$ cat src/rtl/bn_serial_alu.sv
// Multi-cycle N-bit ALU: W bits per clock, LSB first, through one shared W-bit adder slice.
// Valid/ready on both sides; result and flags are registered and held until taken.
module bn_serial_alu #(
  parameter int unsigned N = 32,
  parameter int unsigned W = 1
) (
  input  logic         clk,
  input  logic         rst_n,
  input  logic         in_valid,
  output logic         in_ready,
  input  logic [2:0]   op,
  input  logic [N-1:0] a,
  input  logic [N-1:0] b,
  output logic         out_valid,
  input  logic         out_ready,
  output logic [N-1:0] result,
  output logic         zero,
  output logic         carry,
  output logic         overflow
);

  localparam int unsigned Beats = N / W;
  localparam int unsigned CntW  = (Beats > 1) ? $clog2(Beats) : 1;
  localparam logic [CntW-1:0] LastBeat = CntW'(Beats - 1);

  localparam logic [2:0] OpAnd  = 3'b000;
  localparam logic [2:0] OpOr   = 3'b001;
  localparam logic [2:0] OpAdd  = 3'b010;
  localparam logic [2:0] OpXor  = 3'b011;
  localparam logic [2:0] OpNor  = 3'b100;
  localparam logic [2:0] OpSltu = 3'b101;
  localparam logic [2:0] OpSub  = 3'b110;
  localparam logic [2:0] OpSlt  = 3'b111;

  if (N < 2 || W == 0 || (N % W) != 0) begin : g_bad_params
    $error("bn_serial_alu: need N >= 2 and W dividing N");
  end

  typedef enum logic [1:0] {StIdle, StBusy, StDone} state_e;

  state_e          state_q;
  logic [N-1:0]    a_q;
  logic [N-1:0]    b_q;
  logic [2:0]      op_q;
  logic            carry_q;
  logic [CntW-1:0] cnt_q;
  logic [N-1:0]    acc_q;

  logic [W-1:0]    slice_a;
  logic [W-1:0]    slice_b;
  logic [W-1:0]    slice_sum;
  logic [W-1:0]    slice_res;
  logic            slice_cout;
  logic            slice_cin_msb;
  logic            chain;
  logic [N+W-1:0]  acc_cat;
  logic [N-1:0]    acc_next;
  logic            ovf;
  logic            lt;
  logic [N-1:0]    final_res;
  logic            final_carry;
  logic            final_ovf;
  logic            in_sub;

  // SUB, SLT and SLTU all run a + ~b + 1 through the adder.
  assign in_sub   = (op == OpSub) || (op == OpSlt) || (op == OpSltu);
  assign in_ready = (state_q == StIdle);

  assign slice_a = a_q[W-1:0];
  assign slice_b = b_q[W-1:0];

  always_comb begin
    chain         = carry_q;
    slice_cin_msb = 1'b0;
    slice_sum     = '0;
    for (int unsigned i = 0; i < W; i++) begin
      if (i == W - 1) slice_cin_msb = chain;
      slice_sum[i] = slice_a[i] ^ slice_b[i] ^ chain;
      chain        = (slice_a[i] & slice_b[i]) | (chain & (slice_a[i] ^ slice_b[i]));
    end
    slice_cout = chain;
  end

  always_comb begin
    unique case (op_q)
      OpAnd:   slice_res = slice_a & slice_b;
      OpOr:    slice_res = slice_a | slice_b;
      OpXor:   slice_res = slice_a ^ slice_b;
      OpNor:   slice_res = ~(slice_a | slice_b);
      default: slice_res = slice_sum;
    endcase
  end

  // New bits enter from the MSB side; after the last beat acc_next holds the full word.
  assign acc_cat  = {slice_res, acc_q};
  assign acc_next = acc_cat[N+W-1:W];

  // Only meaningful on the final beat, where the slice holds the word's MSB.
  assign ovf = slice_cin_msb ^ slice_cout;

  always_comb begin
    lt          = 1'b0;
    final_res   = acc_next;
    final_carry = 1'b0;
    final_ovf   = 1'b0;
    unique case (op_q)
      OpAdd, OpSub: begin
        final_carry = slice_cout;
        final_ovf   = ovf;
      end
      OpSlt: begin
        lt          = slice_sum[W-1] ^ ovf;
        final_res   = {{(N-1){1'b0}}, lt};
        final_carry = slice_cout;
      end
      OpSltu: begin
        lt          = ~slice_cout;
        final_res   = {{(N-1){1'b0}}, lt};
        final_carry = slice_cout;
      end
      default: ;
    endcase
  end

  always_ff @(posedge clk or negedge rst_n) begin
    if (!rst_n) begin
      state_q   <= StIdle;
      a_q       <= '0;
      b_q       <= '0;
      op_q      <= OpAnd;
      carry_q   <= 1'b0;
      cnt_q     <= '0;
      acc_q     <= '0;
      out_valid <= 1'b0;
      result    <= '0;
      zero      <= 1'b0;
      carry     <= 1'b0;
      overflow  <= 1'b0;
    end else begin
      unique case (state_q)
        StIdle: begin
          if (in_valid) begin
            a_q     <= a;
            b_q     <= in_sub ? ~b : b;
            op_q    <= op;
            carry_q <= in_sub;
            cnt_q   <= '0;
            state_q <= StBusy;
          end
        end
        StBusy: begin
          a_q     <= a_q >> W;
          b_q     <= b_q >> W;
          carry_q <= slice_cout;
          acc_q   <= acc_next;
          cnt_q   <= cnt_q + 1'b1;
          if (cnt_q == LastBeat) begin
            result    <= final_res;
            zero      <= (final_res == '0);
            carry     <= final_carry;
            overflow  <= final_ovf;
            out_valid <= 1'b1;
            state_q   <= StDone;
          end
        end
        StDone: begin
          if (out_ready) begin
            out_valid <= 1'b0;
            state_q   <= StIdle;
          end
        end
        default: state_q <= StIdle;
      endcase
    end
  end

endmodule
$ cat config.mk
export PLATFORM = sky130hd
export DESIGN_NAME = bn_serial_alu
export DESIGN_NICKNAME = d
export VERILOG_FILES = /design/src/rtl/bn_serial_alu.sv
export SDC_FILE = /design/constraint.sdc
export NUM_CORES = 1
export LEC_CHECK = 0
export CAP_MARGIN = 25
export CORE_UTILIZATION = 50
export CTS_BUF_LIST = sky130_fd_sc_hd__clkbuf_2 sky130_fd_sc_hd__clkbuf_4 sky130_fd_sc_hd__clkbuf_8
export CTS_CLUSTER_SIZE = 24
export DETAILED_ROUTE_END_ITERATION = 8
export GPL_TIMING_DRIVEN = 0
export MAX_ROUTING_LAYER = met4
export PLACE_DENSITY_LB_ADDON = 0.2
export SYNTH_ARGS = -nofsm -noshare
export SYNTH_HDL_FRONTEND = slang
export SYNTH_SLANG_ARGS = --single-unit
$ cat constraint.sdc
create_clock -name clk -period 3.35 [get_ports clk]
set_input_delay 0.335 -clock clk [delete_from_list [all_inputs] [get_ports clk]]
set_output_delay 0.335 -clock clk [all_outputs]
set_load 0.005 [all_outputs]
# [Yosys cells after proc, flatten, opt, wreduce, memory -nomap -nowiden]
# Index checks and enable logic that the tools add are counted.
[op_classes] n_addsub=1 eq_ne=16 n_mux=20 bitwise_logic=11 n_reduce_logical=14
[op_table] operator="case mux 32 bit (2 select lines)" n=3
[op_table] operator="2-to-1 mux 32 bit" n=3
[op_table] operator="logical NOT 32 bit" n=1
[op_table] operator="NOT 32 bit" n=1
[op_table] operator="equality test 3 bit, second input constant" n=7
[op_table] operator="case mux 5 bit (2 select lines)" n=1
[op_table] operator="equality test 3 x 2 -> 1 bit, second input constant" n=2
[op_table] operator="2-to-1 mux 2 bit" n=3
[op_table] operator="!= test 2 bit, second input constant" n=3
[op_table] operator="case mux 2 bit (3 select lines)" n=1
[op_table] operator="AND reduction 2 bit" n=3
[op_table] operator="AND reduction 3 bit" n=2
[op_table] operator="adder 5 x 1 -> 5 bit, second input constant" n=1
[op_table] operator="equality test 5 bit, second input constant" n=1
[op_table] operator="2-to-1 mux 1 bit" n=5
[op_table] operator="2-to-1 mux 5 bit" n=1
[op_table] operator="case mux 1 bit (2 select lines)" n=2
[op_table] operator="case mux 1 bit (4 select lines)" n=1
[op_table] operator="nonzero test 2 bit" n=2
[op_table] operator="OR reduction 4 bit" n=1
[op_table] operator="bitwise XOR 1 bit" n=4
[op_table] operator="equality test 3 x 1 -> 1 bit, second input constant" n=1
[op_table] operator="logical NOT 3 bit" n=1
[op_table] operator="bitwise AND 1 bit" n=2
[op_table] operator="7 further kinds" n=10
[word_totals] ff_bits=143 output_inout_bits=37

# [Logic depth before layout (Yosys ltp)]
# Gate-level depths: netlist of the first run.
[logic_depth] depth_word=7 depth_mapped=7 mapped_depth_nobuf=6

# [Least setup slack after synthesis of the first run]
# OpenSTA, ideal clock, no wires.
[synth_path] path_kind="register to register" startpoint="reg cnt_q[0]" endpoint="reg zero" t_arrival_ns=1.586 required_ns=3.228 setup_slack_ns=1.643 path_stages_with_launch=8 path_buffers=1 cell_sequence="dfrtp_1 ha_1 and3_1 ha_1 nand2_1 buf_2 a21oi_1 a32o_1"
[synth_via] elab_chain_cells=2
[synth_lines] element="start: declaration" line_no="46" rtl="logic [CntW-1:0] cnt_q;"
[synth_lines] element="start signal: assignment" line_no="156" rtl="cnt_q <= cnt_q + 1'b1;"
[synth_lines] element="equality test 5 bit" line_no="157" rtl="if (cnt_q == LastBeat) begin"
[synth_lines] element="AND reduction 2 bit (no source line)"
[synth_lines] element="end signal: assignment" line_no="159" rtl="zero <= (final_res == '0);"
[synth_lines] element="end: declaration" line_no="17" rtl="output logic zero,"
# Every way passes these cells.
# A chain may end at the register's enable or synchronous reset.

# [Worst setup path after layout of the first run]
[layout_path] startpoint="reg state_q[0]" endpoint="out in_ready"
[layout_via] elab_chain_cells=1
[layout_lines] element="start: declaration" line_no="41" rtl="state_e state_q;"
[layout_lines] element="start signal: assignment" line_no="127" rtl="state_q <= StIdle;"
[layout_lines] element="start signal: assignment" line_no="148" rtl="state_q <= StBusy;"
[layout_lines] element="start signal: assignment" line_no="163" rtl="state_q <= StDone;"
[layout_lines] element="logical NOT 2 bit" line_no="67" rtl="assign in_ready = (state_q == StIdle);"
[layout_lines] element="end: declaration" line_no="10" rtl="output logic in_ready,"
# Every way passes these cells.

==> key figures, run 1 <==
Clocking
  • Number of CTS-inserted buffers: 17
  • Root Driver: clkbuf_8
  • Clk sink count: 142
  • Clk slew on worst S/H paths: 0.08 ns
  • Worst skew pair latency: 0.46 ns
  • CTS tree: built
  • Htree depth: 4
  • Clock Tree Buf Depth: 2

Timing
  • Worst slew margin: 0.672
  • RSZ-0062 raised after global routing: no
  • Final Hold Fails: 0
  • Tmin final: 2.05 ns
  • Final Setup Violations: 0
  • Min setup slack post-route: 1.30 ns
  • Max Fclk: 0.487 GHz
  • Final Max Slew Viols: 0
  • Crit share post-route: 0.613
  • Final Skew: 0.0106 ns
  • Actual slew at the worst max-slew pin: 0.492 ns

Worst setup path
  • Flop2flop setup slack: 1.35 ns
  • Crit Path Class: flip-flop to output port
  • Critical Path Source: state_q[0]$_DFFE_PN0P_
  • RR Endpoint: result[15]$_DFFE_PN0P_
  • Cells on worst reg2reg path: 7
  • CP endpoint kind: output port
  • WP data arrival: 1.72 ns
  • Crit Path Max Fanout: 6
  • Worst r2r src: cnt_q[0]$_DFFE_PN0P_
  • Startpoint Class: flip-flop
  • Data required time at the worst endpoint: 3.01 ns

Finish
  • Fraction of layout instances using a drive strength above 1: 0.0740
  • Layout overhead on the synthesized area: 28.7%
  • Number of inserted diodes: 0
  • Area of the multi-input gates: 0.00241 sq mm
  • Fin cells: 965
  • Nets@finish: 861
  • Register area: 0.00355 sq mm
  • Fillcell total: 986

Power and ir drop
  • Peak supply drop: 424 uV
  • Power density cells: 820 mW/mm^2
  • P_leak: 0.00368 uW

Yosys
  • Post-Syn Instances: 656
  • Synthesized area per cell: 9.46 sq um
  • Synth unique cells: 36
  • Seq/Total Area, Yosys: 0.573
  • Warnings from Yosys: 0
  • Cell area after synthesis: 0.00621 sq mm
  • Syn_nets: 733
  • Synthesized flop and latch total: 142

Floorplan
  • # IOs: 108
  • Core area: 0.0121 sq mm
  • Die height: 113 um
  • Initial Util: 0.515
  • Die ar.: 0.0129 sq mm
  • Die width: 113 um
  • FP Rows: 40

Route
  • Routed wire length: 13700 um
  • DR vias/cell: 5.22
  • Initial drt markers: 284
  • Via count: 5038
  • Final ANT Viol Nets: 0
  • Residual DRC: 0
  • DRT Pass-1 Iters: 4
  • DR WL/cell: 14.2 um

GRT
  • First-pass GRT wire length: 23200 um
  • GR Overflow Total: 0
  • Largest net degree at the start of global routing: 102
  • Gr usage total: 0.238
  • Number of global-route vias before repair: 4925
  • Initial antenna violation count: 0

Placed design
  • Port Buffers: 107
  • Setup slack at placement: 1.34 ns
  • Cell count after placement: 932
  • Post-DP HPWL: 9710 um
  • Routability Congestion: 0.836

Hold path
  • Tightest Hold Check Type: input pin to asynchronous set/reset pin

Run
  • Max cap viols: 0

Status
  • Status: complete, no violations
==> cells in the mapped netlist (all sizes together) <==
| library cell | count | share of area |
|---|---|---|
| nand2b | 1 | 0.0010 |
| nand4 | 2 | 0.0020 |
| and3 | 1 | 0.0010 |
| nor3 | 1 | 0.00081 |
| nand3 | 4 | 0.0032 |
| nor2b | 3 | 0.0034 |
| nor3b | 1 | 0.0012 |
| o31ai | 2 | 0.0024 |
| nor2 | 10 | 0.0060 |
| a32o | 1 | 0.0016 |
| fa | 2 | 0.0065 |
| inv | 4 | 0.0024 |
| o22ai | 1 | 0.0010 |
| ha | 4 | 0.0081 |
| buf | 23 | 0.023 |
| a211o | 1 | 0.0014 |
| a221o | 1 | 0.0016 |
| a211oi | 1 | 0.0012 |
| a22oi | 62 | 0.075 |
| xor2 | 33 | 0.047 |
| mux2 | 1 | 0.0018 |
| o21ai | 76 | 0.062 |
| a31oi | 1 | 0.0010 |
| nor4 | 6 | 0.0060 |
| clkbuf | 22 | 0.013 |
| a21oi | 8 | 0.0065 |
| nand2 | 240 | 0.15 |
| and2 | 1 | 0.0010 |
| dfrtp | 142 | 0.57 |
| nand3b | 1 | 0.0012 |
==> logic make-up after synthesis <==
logic type / after synthesis / synth area share
buffers and inverters: 49 / 0.0387
adders and majority gates: 6 / 0.0145
xor gates and xnor gates: 33 / 0.0466
and+or+nand+nor: 271 / 0.172
DFF: 142 / 0.573
muxes: 1 / 0.00181
AOI/OAI and AO/OA: 154 / 0.154
==> routing by layer <==
layer,share of wire,vias up,track usage
li1,-,2463,-
met1,0.43,2441,0.292
met2,0.50,114,0.386
met3,0.050,20,0.0558
met4,0.017,0,0.0921
met5,0,-,-
==> layout by cell type, fill, tap and decap left out, types with 6 or more instances in the layout <==
cell             instances
nand2_1                240
dfrtp_1                142
clkdlybuf4s50_1        106
a22oi_1                 62
o21ai_0                 57
xor2_1                  33
clkbuf_1                22
o21ai_1                 18
clkbuf_8                18
buf_2                   15
nor2_1                  10
a21oi_1                  8
nor4_1                   6
==> critical path, cell delays in order, from the launching register on <==
cell,delay (ns)
dfrtp_1,0.43
nor2_1,0.26
clkdlybuf4s50_1,0.56
==> registers in the layout, indices dropped and copies added (netlist names) <==
signal,flops
a_q,32
b_q,32
result,32
acc_q,31
cnt_q,5
op_q,3
state_q,2
carry,1
carry_q,1
out_valid,1
overflow,1
zero,1
==> final cells by class <==
type,count,area share
flip-flops and latches,142,0.445
multi-input cells,465,0.302
repair buffers,109,0.139
clock buffers,21,0.0338
plain buffers,45,0.0282
well taps,168,0.0263
clock inverters,11,0.0237
inverters,4,0.00188
==> per-stage QoR <==
| step | utilization | hold slack, ns | power (uW) | TNS (ns) | instance area [sq um] |
|---|---|---|---|---|---|
| floorplan | - | 0.0394 | 4200 | 0 | 6210 |
| global placement | 0.621 | 0.458 | 4890 | -499.25 | 7490 |
| detailed placement | 0.623 | 0.272 | 5010 | 0 | 7520 |
| CTS | 0.662 | 0.348 | 6600 | 0 | 7990 |
| global route | 0.662 | 0.378 | 7040 | 0 | 7990 |
| finish | 0.662 | 0.354 | 6550 | 0 | 7990 |
==> what timing repair did <==
| item | 4_1_cts | 5_1_grt |
|---|---|---|
| buffers inserted | 0 | 0 |
| endpoints found under the hold margin | 41 | 0 |
| gates resized for setup | 0 | 0 |
| hold buffers | 1 | 0 |
==> worst max-delay path by stage <==
stage	depth (start not counted)	end	slack [ns]
2_1_floorplan	7	zero$_DFFE_PN0P_	1.64
3_3_place_gp	1	a_q[14]$_DFFE_PN0P_	-3.53
3_5_place_dp	7	zero$_DFFE_PN0P_	1.34
4_1_cts	2	in_ready	1.31
5_1_grt	7	result[2]$_DFFE_PN0P_	1.17
6_report	2	in_ready	1.30
==> power breakdown <==
| part | switching (uW) | internal [uW] | total [uW] | leakage, uW |
|---|---|---|---|---|
| clock network | 636 | 927 | 1560 | 0.000230 |
| logic | 1140 | 978 | 2120 | 0.00161 |
| registers | 486 | 2380 | 2860 | 0.00185 |
| total | 2260 | 4280 | 6550 | 0.00368 |
No activity file was read; power rests on OpenSTA's default activity.
==> inputs of run 2 (changes only) <==
--- a/config.mk
+++ b/config.mk
@@ -6,7 +6,7 @@
 export NUM_CORES = 1
 export LEC_CHECK = 0
 export CAP_MARGIN = 25
-export CORE_UTILIZATION = 50
+export CORE_UTILIZATION = 49
 export CTS_BUF_LIST = sky130_fd_sc_hd__clkbuf_2 sky130_fd_sc_hd__clkbuf_4 sky130_fd_sc_hd__clkbuf_8
 export CTS_CLUSTER_SIZE = 24
 export DETAILED_ROUTE_END_ITERATION = 8
==> constraint.sdc (replaced) <==
create_clock -name clk -period 1.8 [get_ports clk]
set_input_delay 0.18 -clock clk [delete_from_list [all_inputs] [get_ports clk]]
set_output_delay 0.18 -clock clk [all_outputs]
set_load 0.005 [all_outputs]
==> key figures, run 2 (synthesized netlist as in run 1, its figures left out) <==
Clocking
  • Clk sink count: 142 (unchanged)
  • CTS tree: built
  • Root Driver: clkbuf_8
  • Clk slew on worst S/H paths: 0.08 ns (about the same)
  • Worst skew pair latency: 0.45 ns (about the same)
  • Clock Tree Buf Depth: 2 (unchanged)
  • Htree depth: 4 (unchanged)
  • Number of CTS-inserted buffers: 17 (unchanged)

Route
  • Via count: 5132 (+1.9%)
  • DR WL/cell: 14.4 um (+1.8%)
  • WL met3: 647 um (-4.6%)
  • Residual DRC: 0 (unchanged)
  • Wire length on met1: 6100 um (+2.9%)
  • Top sig layer: met4
  • Length of routed met2 wiring: 7020 um (+2.8%)
  • Final ANT Viol Nets: 0 (unchanged)
  • Initial drt markers: 378 (+33%)
  • DR vias/cell: 5.30 (+1.4%)
  • Routed wire length: 14000 um (+2.2%)
  • DRT Pass-1 Iters: 5 (+1)

Worst setup path
  • Critical path's largest stage delay: 0.41 ns (-0.15 ns)
  • CP endpoint kind: flip-flop
  • CP Cell Sequence: ha_1, and3_1, ha_2, nand2_4, buf_4, a21oi_1, a32o_1
  • Crit path max-delay cell type: dfrtp_1
  • WP data arrival: 2.05 ns (+0.33 ns)
  • Startpoint Class: flip-flop
  • Crit Path Class: flip-flop to flip-flop
  • Data required time at the worst endpoint: 2.15 ns (-0.86 ns)
  • Crit Path Max Fanout: 10 (+4)

Timing
  • Actual slew at the worst max-slew pin: 0.511 ns (+0.0194 ns)
  • Minimum hold slack: 0.186 ns (-0.168 ns)
  • Max Fclk: 0.588 GHz
  • Worst slew margin: 0.659 (-0.0130)
  • RSZ-0062 raised after global routing: no
  • Final Hold Fails: 0 (unchanged)
  • Final Setup Violations: 0 (unchanged)
  • Crit share post-route: 0.944
  • Setup TNS: 0 ns (unchanged)
  • Final Skew: 0.0113 ns (+0.000791 ns)
  • Tmin final: 1.70 ns
  • Final Max Slew Viols: 0 (unchanged)

Power and ir drop
  • Logic pwr share: 0.320 (-0.004)
  • Peak supply drop: 778 uV (+83%)
  • Seq pwr share: 0.426 (-0.011)
  • Clock share of power: 0.253 (+0.014)
  • Pint: 8300 uW (+94%)
  • Power density cells: 1550 mW/mm^2 (+89%)
  • P_leak: 0.00376 uW (+2.0%)
  • Switch share: 0.339 (-0.00652)
  • P_sw: 4260 uW (+88%)

Placed design
  • Routability Congestion: 0.820 (-2.0%)
  • Port Buffers: 107 (unchanged)
  • Post-DP HPWL: 9840 um (+1.4%)

GRT
  • GR Overflow Total: 0 (unchanged)
  • Number of global-route vias before repair: 4953 (+0.57%)
  • First-pass GRT wire length: 23300 um (+0.48%)
  • Largest net degree at the start of global routing: 106 (+3.9%)
  • Initial antenna violation count: 0 (unchanged)
  • Gr usage total: 0.237 (-0.000960)

Floorplan
  • Core area: 0.0122 sq mm (+0.83%)
  • Initial Util: 0.510 (-0.00423)
  • Die width: 115 um (+1.0%)
  • Die ar.: 0.0131 sq mm (+2.0%)
  • Die height: 115 um (+1.0%)
  • # IOs: 108 (unchanged)
  • FP Rows: 40 (unchanged)

Finish
  • Fraction of layout instances using a drive strength above 1: 0.0986 (+0.0246)
  • Layout overhead on the synthesized area: 30.7%
  • Fillcell total: 1024 (+3.9%)
  • Nets@finish: 865 (+0.46%)
  • Most common cell after layout, fill and taps aside: nand2_1
  • Top Registers: a_q (32), b_q (32), result (32)
  • Finished Core Util: 0.667 (+0.00504)
  • Most frequent cells in the layout: 239 x nand2_1, 138 x dfrtp_1, 105 x clkdlybuf4s50_1
  • Number of inserted diodes: 0 (unchanged)

Hold path
  • Tightest Hold Check Type: input pin to asynchronous set/reset pin

Run
  • Max cap viols: 0 (unchanged)

Status
  • Status: complete, no violations
[run 2: cell count changes in the layout (fill, tap and decap cells not counted), sizes merged]
cell | before | now
clkdlybuf4s50 | 106 | 105
buf | 25 | 30
bufinv | 5 | 7
clkbuf | 43 | 41
dlymetal6s2s | 0 | 1
clkinvlp | 2 | 1
[run 2: per-stage QoR]
stage / worst slack (ns) / power [uW] / cell area, sq um / cells
floorplan: 0.0927 / 7810 / 6210 / 656
global placement: -4.91 / 9090 / 7490 / 931
detailed placement: -0.253 / 9330 / 7520 / 932
CTS: 0.00490 / 12600 / 8070 / 966
global route: 0.000973 / 13400 / 8110 / 969
finish: 0.101 / 12600 / 8110 / 969
[run 2: final timing paths]
check / from / to / slack [ns] / cells after the start
max in group asynchronous: rst_n / b_q[0]$_DFFE_PN0P_ / 0.77 / 3
worst max-delay path: cnt_q[1]$_DFFE_PN0P_ / zero$_DFFE_PN0P_ / 0.10 / 7
worst min-delay path: rst_n / result[3]$_DFFE_PN0P_ / 0.19 / 2
worst min register to register: result[25]$_DFFE_PN0P_ / result[25]$_DFFE_PN0P_ / 0.48 / 2
min in group clk: a[31] / a_q[31]$_DFFE_PN0P_ / 0.30 / 3
worst max register to register: cnt_q[1]$_DFFE_PN0P_ / zero$_DFFE_PN0P_ / 0.10 / 7
[run 2: what timing repair did]
action | 4_1_cts | 5_1_grt
hold buffers | 1 | 0
hold endpoints to repair | 37 | 0
gates cloned | 0 | 0
setup buffers | 1 | 3
endpoints found under the setup margin | 37 | 73
gates resized for setup | 14 | 12
pin swaps | 2 | 1
[run 2: final cells by class]
type,count,area [sq um],area share
sequential,142,3560,0.439
inverter,4,15.0,0.00185
tap,168,210,0.0259
buffer,45,244,0.0301
multi-input combinational,465,2440,0.300
clock inverter,12,238,0.0293
clock buffer,20,269,0.0332
timing repair buffer,113,1140,0.141
[run 2: power groups by stage]
stage | clock, uW | combinational [uW] | sequential [uW]
after global placement | 0 | 3770 | 5320
after floorplan | 0 | 2690 | 5130
after global routing | 3360 | 4580 | 5510
final | 3180 | 4020 | 5350
after detailed placement | 0 | 3950 | 5380
after CTS | 3250 | 3990 | 5340
[run 2: worst max-delay path, delay by kind of cell, from the launching register on]
family,cells,cell delay [ns]
adder cells (fa/ha/maj),2,0.41
flip-flops,1,0.41
AND/OR/NAND/NOR,2,0.31
AO/OA/AOI/OAI,2,0.30
buffers and inverters,1,0.17
[run 2: per-layer routing]
metal | GRT usage | vias to the layer above
met5 | - | -
met1 | 0.289 | 2489
met2 | 0.385 | 145
met3 | 0.0614 | 22
met4 | 0.0805 | 0
li1 | - | 2476
